$ cat src/rtl/npu8_host_seq_if.sv
// Command, response and NPU register-bus signals of the host sequencer.
// master = sequencer side, slave = harness/NPU side.
interface npu8_host_seq_if;
    logic        CMD_VALID;
    logic        CMD_READY;
    logic [1:0]  CMD_OP;
    logic [7:0]  CMD_ADR;
    logic [31:0] CMD_WDATA;
    logic [7:0]  ADR;
    logic        WR;
    logic        RD;
    logic [31:0] WDATA;
    logic [31:0] RDATA;
    logic        INT;
    logic        RSP_VALID;
    logic [31:0] RSP_DATA;
    logic        RSP_ERR;
    logic        BUSY;

    modport master (
        input  CMD_VALID, CMD_OP, CMD_ADR, CMD_WDATA, RDATA, INT,
        output CMD_READY, ADR, WR, RD, WDATA, RSP_VALID, RSP_DATA, RSP_ERR, BUSY
    );
    modport slave (
        output CMD_VALID, CMD_OP, CMD_ADR, CMD_WDATA, RDATA, INT,
        input  CMD_READY, ADR, WR, RD, WDATA, RSP_VALID, RSP_DATA, RSP_ERR, BUSY
    );
endinterface

$ cat src/rtl/npu8_host_seq.sv
// Host-side NPU8 register-bus sequencer: queued write / read / wait-for-INT commands.
// Define NPU8_HOST_TIMEOUT_EN to bound wait-for-INT by TIMEOUT cycles (RSP_ERR=1 on expiry).
module npu8_host_seq #(
    parameter int FIFO_DEPTH = 8,
    parameter int RD_LAT     = 1,
    parameter int TIMEOUT    = 100000
) (
    input logic             CLK,
    input logic             RESET,
    npu8_host_seq_if.master bus
);
    localparam int          PW       = $clog2(FIFO_DEPTH);
    localparam logic [PW:0] FULL_CNT = (PW+1)'(FIFO_DEPTH);
    localparam logic [3:0]  LAT      = 4'(RD_LAT);
    localparam logic [1:0]  OP_WR    = 2'd0;
    localparam logic [1:0]  OP_RD    = 2'd1;
    localparam logic [1:0]  OP_WAIT  = 2'd2;

    generate
        if (FIFO_DEPTH < 2 || (FIFO_DEPTH & (FIFO_DEPTH - 1)) != 0) begin : g_bad_depth
            $error("FIFO_DEPTH must be a power of 2 and at least 2");
        end
        if (RD_LAT < 1 || RD_LAT > 15) begin : g_bad_lat
            $error("RD_LAT must be in 1..15");
        end
        if (TIMEOUT < 1) begin : g_bad_timeout
            $error("TIMEOUT must be positive");
        end
    endgenerate

    typedef enum logic [1:0] {IDLE, ACCESS, RWAIT, WAITINT} state_t;
    typedef struct packed {
        logic [1:0]  op;
        logic [7:0]  adr;
        logic [31:0] wdata;
    } cmd_t;

    state_t       state_q, state_d;
    cmd_t         mem_q [FIFO_DEPTH];
    cmd_t         mem_d [FIFO_DEPTH];
    cmd_t         head;
    logic [PW-1:0] wr_ptr_q, wr_ptr_d, rd_ptr_q, rd_ptr_d;
    logic [PW:0]  count_q, count_d;
    logic         cmd_ready_q, cmd_ready_d;
    logic [1:0]   op_q, op_d;
    logic [7:0]   adr_q, adr_d;
    logic [31:0]  wdata_q, wdata_d;
    logic         wr_q, wr_d, rd_q, rd_d;
    logic [3:0]   lat_q, lat_d;
    logic [31:0]  wcnt_q, wcnt_d;
    logic         rsp_valid_q, rsp_valid_d;
    logic [31:0]  rsp_data_q, rsp_data_d;
    logic         busy_q, busy_d;
    logic         push, pop;
`ifdef NPU8_HOST_TIMEOUT_EN
    localparam logic [31:0] TO32 = 32'(TIMEOUT);
    logic         rsp_err_q, rsp_err_d;
`endif

    // Ready is registered and ignores a same-cycle pop, so a full FIFO always refuses.
    assign push = bus.CMD_VALID && cmd_ready_q;
    assign pop  = (state_q == IDLE) && (count_q != '0);
    assign head = mem_q[rd_ptr_q];

    always_comb begin
        state_d     = state_q;
        mem_d       = mem_q;
        wr_ptr_d    = wr_ptr_q;
        rd_ptr_d    = rd_ptr_q;
        count_d     = count_q;
        op_d        = op_q;
        adr_d       = adr_q;
        wdata_d     = wdata_q;
        wr_d        = 1'b0;
        rd_d        = 1'b0;
        lat_d       = lat_q;
        wcnt_d      = wcnt_q;
        rsp_valid_d = 1'b0;
        rsp_data_d  = rsp_data_q;
`ifdef NPU8_HOST_TIMEOUT_EN
        rsp_err_d   = rsp_err_q;
`endif

        if (push) begin
            mem_d[wr_ptr_q] = {bus.CMD_OP, bus.CMD_ADR, bus.CMD_WDATA};
            wr_ptr_d        = wr_ptr_q + PW'(1);
        end
        if (pop) begin
            rd_ptr_d = rd_ptr_q + PW'(1);
        end
        if (push && !pop) begin
            count_d = count_q + (PW+1)'(1);
        end else if (pop && !push) begin
            count_d = count_q - (PW+1)'(1);
        end
        cmd_ready_d = (count_d != FULL_CNT);

        case (state_q)
            IDLE: begin
                if (pop) begin
                    op_d = head.op;
                    if (head.op == OP_WR || head.op == OP_RD) begin
                        adr_d   = head.adr;
                        wdata_d = head.wdata;
                        wr_d    = (head.op == OP_WR);
                        rd_d    = (head.op == OP_RD);
                        state_d = ACCESS;
                    end else if (head.op == OP_WAIT) begin
                        wcnt_d  = '0;
                        state_d = WAITINT;
                    end
                end
            end
            ACCESS: begin
                if (op_q == OP_RD) begin
                    lat_d   = 4'd1;
                    state_d = RWAIT;
                end else begin
                    state_d = IDLE;
                end
            end
            RWAIT: begin
                if (lat_q == LAT) begin
                    rsp_valid_d = 1'b1;
                    rsp_data_d  = bus.RDATA;
`ifdef NPU8_HOST_TIMEOUT_EN
                    rsp_err_d   = 1'b0;
`endif
                    state_d     = IDLE;
                end else begin
                    lat_d = lat_q + 4'd1;
                end
            end
            WAITINT: begin
                if (bus.INT) begin
                    rsp_valid_d = 1'b1;
                    rsp_data_d  = wcnt_q;
`ifdef NPU8_HOST_TIMEOUT_EN
                    rsp_err_d   = 1'b0;
`endif
                    state_d     = IDLE;
                end
`ifdef NPU8_HOST_TIMEOUT_EN
                else if (wcnt_q == TO32) begin
                    rsp_valid_d = 1'b1;
                    rsp_data_d  = TO32;
                    rsp_err_d   = 1'b1;
                    state_d     = IDLE;
                end
`endif
                else if (wcnt_q != '1) begin
                    wcnt_d = wcnt_q + 32'd1;
                end
            end
            default: state_d = IDLE;
        endcase

        busy_d = (count_d != '0) || (state_d != IDLE);
    end

    always_ff @(posedge CLK) begin
        if (RESET) begin
            state_q     <= IDLE;
            wr_ptr_q    <= '0;
            rd_ptr_q    <= '0;
            count_q     <= '0;
            cmd_ready_q <= 1'b1;
            op_q        <= '0;
            adr_q       <= '0;
            wdata_q     <= '0;
            wr_q        <= 1'b0;
            rd_q        <= 1'b0;
            lat_q       <= '0;
            wcnt_q      <= '0;
            rsp_valid_q <= 1'b0;
            rsp_data_q  <= '0;
            busy_q      <= 1'b0;
`ifdef NPU8_HOST_TIMEOUT_EN
            rsp_err_q   <= 1'b0;
`endif
        end else begin
            state_q     <= state_d;
            wr_ptr_q    <= wr_ptr_d;
            rd_ptr_q    <= rd_ptr_d;
            count_q     <= count_d;
            cmd_ready_q <= cmd_ready_d;
            op_q        <= op_d;
            adr_q       <= adr_d;
            wdata_q     <= wdata_d;
            wr_q        <= wr_d;
            rd_q        <= rd_d;
            lat_q       <= lat_d;
            wcnt_q      <= wcnt_d;
            rsp_valid_q <= rsp_valid_d;
            rsp_data_q  <= rsp_data_d;
            busy_q      <= busy_d;
`ifdef NPU8_HOST_TIMEOUT_EN
            rsp_err_q   <= rsp_err_d;
`endif
        end
    end

    // Storage needs no reset: the pointers and count define what is valid.
    always_ff @(posedge CLK) begin
        mem_q <= mem_d;
    end

    assign bus.CMD_READY = cmd_ready_q;
    assign bus.ADR       = adr_q;
    assign bus.WDATA     = wdata_q;
    assign bus.WR        = wr_q;
    assign bus.RD        = rd_q;
    assign bus.RSP_VALID = rsp_valid_q;
    assign bus.RSP_DATA  = rsp_data_q;
    assign bus.BUSY      = busy_q;
`ifdef NPU8_HOST_TIMEOUT_EN
    assign bus.RSP_ERR   = rsp_err_q;
`else
    assign bus.RSP_ERR   = 1'b0;
`endif
endmodule

$ cat src/flat_wrapper.sv
// flat-port wrapper written by rule: the top's interface ports become plain ports
module npu8_host_seq_flat 
#(
    parameter int FIFO_DEPTH = 8,
    parameter int RD_LAT     = 1,
    parameter int TIMEOUT    = 100000
)
  (CLK, RESET, bus_CMD_VALID, bus_CMD_OP, bus_CMD_ADR, bus_CMD_WDATA, bus_RDATA, bus_INT, bus_CMD_READY, bus_ADR, bus_WR, bus_RD, bus_WDATA, bus_RSP_VALID, bus_RSP_DATA, bus_RSP_ERR, bus_BUSY);
  npu8_host_seq_if bus_i ();
  input logic CLK;
  input logic RESET;
  input wire logic [$bits(bus_i.CMD_VALID)-1:0] bus_CMD_VALID;
  input wire logic [$bits(bus_i.CMD_OP)-1:0] bus_CMD_OP;
  input wire logic [$bits(bus_i.CMD_ADR)-1:0] bus_CMD_ADR;
  input wire logic [$bits(bus_i.CMD_WDATA)-1:0] bus_CMD_WDATA;
  input wire logic [$bits(bus_i.RDATA)-1:0] bus_RDATA;
  input wire logic [$bits(bus_i.INT)-1:0] bus_INT;
  output wire logic [$bits(bus_i.CMD_READY)-1:0] bus_CMD_READY;
  output wire logic [$bits(bus_i.ADR)-1:0] bus_ADR;
  output wire logic [$bits(bus_i.WR)-1:0] bus_WR;
  output wire logic [$bits(bus_i.RD)-1:0] bus_RD;
  output wire logic [$bits(bus_i.WDATA)-1:0] bus_WDATA;
  output wire logic [$bits(bus_i.RSP_VALID)-1:0] bus_RSP_VALID;
  output wire logic [$bits(bus_i.RSP_DATA)-1:0] bus_RSP_DATA;
  output wire logic [$bits(bus_i.RSP_ERR)-1:0] bus_RSP_ERR;
  output wire logic [$bits(bus_i.BUSY)-1:0] bus_BUSY;
  assign bus_i.CMD_VALID = bus_CMD_VALID;
  assign bus_i.CMD_OP = bus_CMD_OP;
  assign bus_i.CMD_ADR = bus_CMD_ADR;
  assign bus_i.CMD_WDATA = bus_CMD_WDATA;
  assign bus_i.RDATA = bus_RDATA;
  assign bus_i.INT = bus_INT;
  assign bus_CMD_READY = bus_i.CMD_READY;
  assign bus_ADR = bus_i.ADR;
  assign bus_WR = bus_i.WR;
  assign bus_RD = bus_i.RD;
  assign bus_WDATA = bus_i.WDATA;
  assign bus_RSP_VALID = bus_i.RSP_VALID;
  assign bus_RSP_DATA = bus_i.RSP_DATA;
  assign bus_RSP_ERR = bus_i.RSP_ERR;
  assign bus_BUSY = bus_i.BUSY;
  npu8_host_seq #(.FIFO_DEPTH(FIFO_DEPTH), .RD_LAT(RD_LAT), .TIMEOUT(TIMEOUT)) u_core (.CLK(CLK), .RESET(RESET), .bus(bus_i));
endmodule
$ cat config.mk
export PLATFORM = sky130hd
export DESIGN_NAME = npu8_host_seq_flat
export DESIGN_NICKNAME = d
export VERILOG_FILES = /design/src/rtl/npu8_host_seq_if.sv /design/src/rtl/npu8_host_seq.sv /design/src/flat_wrapper.sv
export SDC_FILE = /design/constraint.sdc
export NUM_CORES = 1
export LEC_CHECK = 0
export CORE_MARGIN = 2
export CORE_UTILIZATION = 45
export CTS_CLUSTER_DIAMETER = 80
export DETAILED_ROUTE_END_ITERATION = 10
export PLACE_DENSITY = 0.78
export SYNTH_ARGS = -nofsm -noshare
export SYNTH_HDL_FRONTEND = slang
export SYNTH_SLANG_ARGS = --single-unit
$ cat constraint.sdc
create_clock -name CLK -period 5.9 [get_ports CLK]
set_input_delay 1.18 -clock CLK [delete_from_list [all_inputs] [get_ports CLK]]
set_output_delay 1.18 -clock CLK [all_outputs]
set_load 0.05 [all_outputs]
==> results of run 1 <==
[synth_stat cells (2+ instances only)]
cell and count:
nand2_1 97, nand2b_1 4, buf_4 2, a211oi_1 43, mux4_2 82, o211ai_1 6, buf_1 3, nor3b_1 4
and2_1 6, buf_2 15, o21ai_1 5, clkbuf_1 61, and3_1 6, nand3_1 11, or3_1 6, o21a_1 3
nand3b_1 3, inv_1 7, ha_1 7, and4_1 6, a41oi_1 3, o2111ai_1 2, nor3_1 9, xor2_1 4
xnor2_1 4, and3b_1 3, or4_1 19, nor2_1 91, mux2i_1 48, nand4_1 20, o31ai_1 15, a311oi_1 33
o31a_1 3, nor4b_1 2, o21ai_0 5, edfxtp_1 336, nor2b_1 4, a21oi_1 26, dfxtp_1 127, nor4_1 9
[worst paths after layout]
path	startpoint	to	slack [ns]	cells after the start
worst max-delay path	u_core.rd_ptr_q[2]	u_core.wcnt_q[29]	2.54	6
worst min-delay path	u_core.op_q[1]	u_core.op_q[1]	0.47	2
worst max register to register	u_core.rd_ptr_q[2]	u_core.wcnt_q[29]	2.54	6
worst min register to register	u_core.op_q[1]	u_core.op_q[1]	0.47	2
[cells by family after synthesis]
kind of cell / after synthesis / synth area share [%]
AO/OA/AOI/OAI: 155 / 6.29
XOR/XNOR: 8 / 0.386
adder cells (fa/ha/maj): 7 / 0.483
buffers and inverters: 88 / 1.96
flip-flops: 463 / 69.6
multiplexers: 132 / 13.0
other: 1 / 0.0207
AND/OR/NAND/NOR: 306 / 8.24
[through the flow]
step / power, mW / hold slack (ns) / area [sq um] / utilization [%]
2_1_floorplan: 5.67 / 0.445 / 18200 / -
3_3_place_gp: 6.28 / 0.457 / 20200 / 51.0
3_5_place_dp: 6.34 / 0.463 / 20200 / 51.0
4_1_cts: 9.50 / 0.471 / 21900 / 55.2
5_1_grt: 9.82 / 0.520 / 21900 / 55.2
6_report: 9.41 / 0.473 / 21900 / 55.2
[per-layer routing]
metal | track usage, % | vias up | wire length (um)
li1 | - | 4881 | -
met1 | 24.1 | 5420 | 15800
met2 | 31.5 | 354 | 19200
met3 | 4.53 | 55 | 2630
met4 | 4.79 | 4 | 666
met5 | 0 | - | 33
[power groups by stage]
stage	Sequential, mW	Clock, mW	Combinational (mW)
6_report	4.05	3.14	2.22
5_1_grt	4.09	3.33	2.40
4_1_cts	4.06	3.21	2.24
3_5_place_dp	4.12	0	2.22
3_3_place_gp	4.11	0	2.17
2_1_floorplan	4.30	0	1.37
[cell type report]
type                       count  area share [%]
clock inverter                22            1.43
clock buffer                  67            6.22
inverter                       7           0.120
timing repair buffer         172            7.64
tap                          525            3.00
sequential                   463            57.7
multi-input combinational    609            23.9
[registers in the layout, summed over array words and instances (netlist names)]
name                  cells
u_core.bus.ADR            8
u_core.bus.RSP_VALID      1
u_core.wcnt_q            32
u_core.bus.RSP_DATA      32
u_core.bus.BUSY           1
u_core.mem_q            336
u_core.lat_q              4
u_core.wr_ptr_q           3
u_core.bus.WR             1
u_core.bus.WDATA         32
u_core.bus.RD             1
u_core.op_q               2
u_core.bus.CMD_READY      1
u_core.count_q            4
u_core.rd_ptr_q           3
u_core.state_q            2
[worst register-to-register path: stages (launching register included)]
cell and delay, ns:
dfxtp_4 0.81, buf_4 0.66, mux2i_4 0.55, a41oi_4 0.19, buf_4 0.34, or4_1 0.57
a21oi_1 0.15
==> results.json, run 1 <==
{
  "chipHeight_um": 205,
  "cts.sinks": 463,
  "nets": 1386,
  "pwr-share-comb_pct": 23.6,
  "cellInternalPower_mw": 6.56,
  "critical-path-slowest-cell": "dfxtp_4",
  "grt_start_max_net_pins": 83,
  "post-dp-hpwl_mm": 22.2,
  "cts.repair_timing.setup_buffer_count": 0,
  "max_cap_violations": 0,
  "detail_route.drc_violations": 0,
  "ff_latch_area_sq_um": 12600,
  "final_layout_size_suffix_gt1_share_pct": 14.6,
  "cp.arrival_ns": 3.86,
  "max_slew_headroom_at_the_worst_pin_pct": 25.9,
  "htree_levels": 2,
  "switchingPower_mw": 2.85,
  "clockRootBuffer": "clkbuf_16",
  "layout_area_overhead_pct": 20.8,
  "number_of_flops_mapped_to_enable_cells_by_yosys": 336,
  "yosys_warnings": 0,
  "fin_crit_ns": 3.36,
  "fmax_mhz": 297,
  "crit_path_max_incr_delay_ns": 0.81,
  "firstDrtPassIters": 5,
  "grt_pass1_vias": 10700,
  "globalplace.congestion": 0.805,
  "path_delay_family": "buffers and inverters",
  "most-common-layout-cells": "edfxtp_1 (336), clkdlybuf4s50_1 (153), dfxtp_1 (124)",
  "drt_wl_total_mm": 38.4,
  "boundaryPins": 156,
  "core-area_sq_um": 39700,
  "grt_pass1_wl_mm": 60.0,
  "timing.critical_path.mode_cell": "buf_4",
  "numCtsBuffers": 48,
  "final.setup.worst_slack_ns": 2.54,
  "p_leak_nw": 6.84,
  "cp_data_required_time_ns": 6.40,
  "worst_pin_slew_ns": 1.11,
  "synthesis.nets": 1245,
  "final_hold_violations": 0,
  "seqPwrFrac_pct": 43.0,
  "crit_path_max_fanout": 57,
  "netlist.area_leader.share_pct": 55.6,
  "layout.filler_cells": 3018,
  "netlist_area_sq_um": 18100,
  "dp_worst_setup_slack_ns": 2.06,
  "finalNonFillerCells": 1865,
  "average_cell_area_after_synthesis_sq_um": 15.6,
  "cellPowerDensity_nw_per_um2": 429,
  "drt_iter0_markers": 736,
  "clkTransAtPathRegs_ns": 0.06,
  "yosysTopAreaCell": "edfxtp_1",
  "ys_types": 60,
  "critPathLaunchType": "flip-flop",
  "setup_viol_count_final": 0,
  "detail-route-antenna-nets": 0,
  "synthCells": 1160,
  "multi_input_area_sq_um": 5250,
  "route.detailed.wl_per_inst_um": 20.6,
  "async_reset_ff_share_pct": 0,
  "critical_path.cell_chain": "buf_4, mux2i_4, a41oi_4, buf_4, or4_1, a21oi_1",
  "worst_hold_path_type": "flip-flop to flip-flop",
  "yosys-top-cells-area": "edfxtp_1 (56%), dfxtp_1 (14%), mux4_2 (10%)",
  "floorplan.initialDensity_pct": 45.7,
  "track_usage_pct": 18.6,
  "period_share_pct": 57.0,
  "drt-vias-per-instance": 5.74,
  "placed_cells": 1776,
  "synth-seq-area-share_pct": 69.6,
  "postSynthRegisterBits": 463,
  "cts_tree": "done",
  "clkLatencyLatePin_ns": 0.59,
  "clock_power_share_pct": 33.4,
  "die_w_um": 205,
  "switching_share_pct": 30.3,
  "cts_hold_buf": 0,
  "vdd.ir_drop.worst_uv": 363,
  "final-max-slew-violation-count": 0,
  "setup_repair_after_global_routing_missed_its_margin": "no",
  "critical_path_class": "flip-flop to flip-flop",
  "cts.repair.resized": 0,
  "outcome": "complete, no violations",
  "synthFlopType": "edfxtp_1",
  "critPathCaptureType": "flip-flop",
  "max-clock-path-buffers": 3,
  "std_cell_rows": 73,
  "cp.buffers_inverters": 2,
  "antenna_found_initial": 2,
  "final_common_cell": "edfxtp_1",
  "antenna_cells_inserted": 0,
  "vias": 10700,
  "totalNegativeSetupSlack_ns": 0,
  "fin_clk_skew_ns": 0.0163,
  "dieArea_sq_um": 42000,
  "port_buffers": 154,
  "grt.overflow.total": 0
}
(Power assumes the default switching activity.)
==> run 2, diff against run 1 <==
==> constraint.sdc (replaced) <==
create_clock -name CLK -period 2.95 [get_ports CLK]
set_input_delay 0.59 -clock CLK [delete_from_list [all_inputs] [get_ports CLK]]
set_output_delay 0.59 -clock CLK [all_outputs]
set_load 0.05 [all_outputs]
==> run 2 against run 1 <==
Routed wire length rose by 4.2%. Combinational power rose by 120%. Worst hold slack worse by 0.058 ns. Worst setup slack worse by 2.0 ns.
==> results.json, run 2 (synthesized netlist as in run 1, its figures left out) <==
{
  "totalNegativeSetupSlack_ns": 0,
  "p_leak_nw": 6.90,
  "cp.arrival_ns": 2.95,
  "largest_reg_flops": 336,
  "grt.overflow.total": 0,
  "setup_viol_count_final": 0,
  "clkLatencyLatePin_ns": 0.58,
  "worst-r2r-cell-count": 8,
  "firstDrtPassIters": 5,
  "post-dp-hpwl_mm": 23.5,
  "die_w_um": 205,
  "worst_pin_slew_ns": 0.952,
  "cts_tree": "done",
  "drt_wl_total_mm": 40.0,
  "port_buffers": 154,
  "outcome": "complete, no violations",
  "nets": 1405,
  "clockRootBuffer": "clkbuf_16",
  "drt_iter0_markers": 820,
  "final-max-slew-violation-count": 0,
  "route.detailed.wl_per_inst_um": 21.2,
  "fin_clk_skew_ns": 0.0123,
  "max_slew_headroom_at_the_worst_pin_pct": 36.5,
  "detail_route.drc_violations": 0,
  "reg2reg_slack_ns": 0.50,
  "layout_area_overhead_pct": 21.6,
  "cellPowerDensity_nw_per_um2": 842,
  "detail-route-antenna-nets": 0,
  "track_usage_pct": 19.2,
  "numCtsBuffers": 47,
  "max_cap_violations": 0,
  "cts.repair_timing.setup_buffer_count": 0,
  "globalplace.congestion": 0.851,
  "chipHeight_um": 205,
  "grt_pass1_wl_mm": 61.9,
  "drt-vias-per-instance": 5.77,
  "max-clock-path-buffers": 3,
  "grt_pass1_vias": 10900,
  "setup_repair_after_global_routing_missed_its_margin": "no",
  "most-common-layout-cells": "edfxtp_1 (336), clkdlybuf4s50_1 (153), dfxtp_1 (124)",
  "final_common_cell": "edfxtp_1",
  "period_share_pct": 83.0,
  "critPathLaunchType": "flip-flop",
  "htree_levels": 2,
  "cp_data_required_time_ns": 3.45,
  "floorplan.initialDensity_pct": 45.7,
  "worst_hold_path_type": "input pin to flip-flop",
  "critical_path_class": "flip-flop to flip-flop",
  "r2r-end": "u_core.wcnt_q[29]",
  "finish.instance_area_sq_um": 22100,
  "std_cell_rows": 73,
  "antenna_found_initial": 5,
  "cts_hold_buf": 0,
  "core-area_sq_um": 39700,
  "final_hold_violations": 0,
  "whs_path_depth": 2,
  "vdd.ir_drop.worst_uv": 581,
  "boundaryPins": 156,
  "max_flop_register": "u_core.mem_q",
  "final_layout_size_suffix_gt1_share_pct": 15.0,
  "dieArea_sq_um": 42000,
  "postPlaceCellArea_sq_um": 20500,
  "cts.repair.resized": 0,
  "crit_path_max_fanout": 58,
  "critical_path.reg2reg.startpoint": "u_core.rd_ptr_q[0]",
  "worstHoldStart": "RESET",
  "fin_crit_ns": 2.45,
  "clkTransAtPathRegs_ns": 0.06,
  "whs_endpoint": "u_core.count_q[0]",
  "critPathCaptureType": "flip-flop",
  "grt_start_max_net_pins": 83,
  "cts.sinks": 463,
  "fmax_mhz": 408,
  "vias": 10900
}
## run 2: changes by cell type in the layout (fill, tap and decap cells not counted), moves of 3 or more
| cell | change |
|---|---|
| clkbuf_1 | +8 |
| nor3_2 | -3 |
| nor3_4 | +3 |
| buf_12 | +8 |
| bufinv_16 | -3 |
| buf_4 | +12 |
## run 2: worst max path at each step
stage                         start                end  cells after the start
6_report         u_core.rd_ptr_q[0]  u_core.wcnt_q[29]                      8
5_1_grt          u_core.rd_ptr_q[0]  u_core.wcnt_q[25]                      8
4_1_cts          u_core.rd_ptr_q[0]      u_core.bus.RD                      7
3_5_place_dp          bus_CMD_VALID   u_core.mem_q[87]                      5
3_3_place_gp          bus_CMD_VALID   u_core.mem_q[87]                      5
2_1_floorplan  u_core.bus.CMD_READY   u_core.mem_q[42]                      4
## run 2: per-layer routing
layer	GRT usage, %	wire [um]	vias up
met5	0	44	-
met2	33.3	20200	423
met4	6.73	1080	6
met1	24.1	15800	5463
li1	-	-	4914
met3	3.50	2810	79
## run 2: power breakdown
| group | switching (mW) | total, mW | internal, mW | leakage (nW) |
|---|---|---|---|---|
| clock network | 2.44 | 5.86 | 3.42 | 0.743 |
| registers | 0.340 | 7.88 | 7.54 | 4.09 |
| logic | 2.93 | 4.85 | 1.93 | 2.07 |
| total | 5.70 | 18.6 | 12.9 | 6.90 |
## run 2: final cells by class
type / instances / area, sq um
sequential: 463 / 12600
tap: 525 / 657
timing repair buffer: 192 / 1920
clock inverter: 16 / 193
multi-input combinational: 609 / 5280
antenna: 2 / 5.00
inverter: 7 / 26.3
clock buffer: 72 / 1340
fill: 3028 / 17700
## run 2: through the flow
| step | total power [mW] | setup WS [ns] | std cells | utilization (%) | hold slack (ns) |
|---|---|---|---|---|---|
| detailed placement | 12.9 | 0.399 | 1796 | 51.7 | 0.472 |
| finish | 18.6 | 0.501 | 1886 | 55.5 | 0.415 |
| global route | 19.3 | 0.252 | 1885 | 55.5 | 0.419 |
| CTS | 18.8 | 0.424 | 1884 | 55.5 | 0.380 |
| global placement | 12.7 | 0.437 | 1796 | 51.7 | 0.468 |
| floorplan | 11.3 | -0.504 | 1160 | - | 0.445 |
## run 2: worst max-delay path, cell delays in order (launching register included)
cell     delay (ns)
dfxtp_4        0.41
buf_4          0.36
mux2i_1        0.14
a22oi_1        0.21
buf_4          0.20
a41oi_4        0.14
buf_12         0.21
or4_1          0.52
a21oi_1        0.15
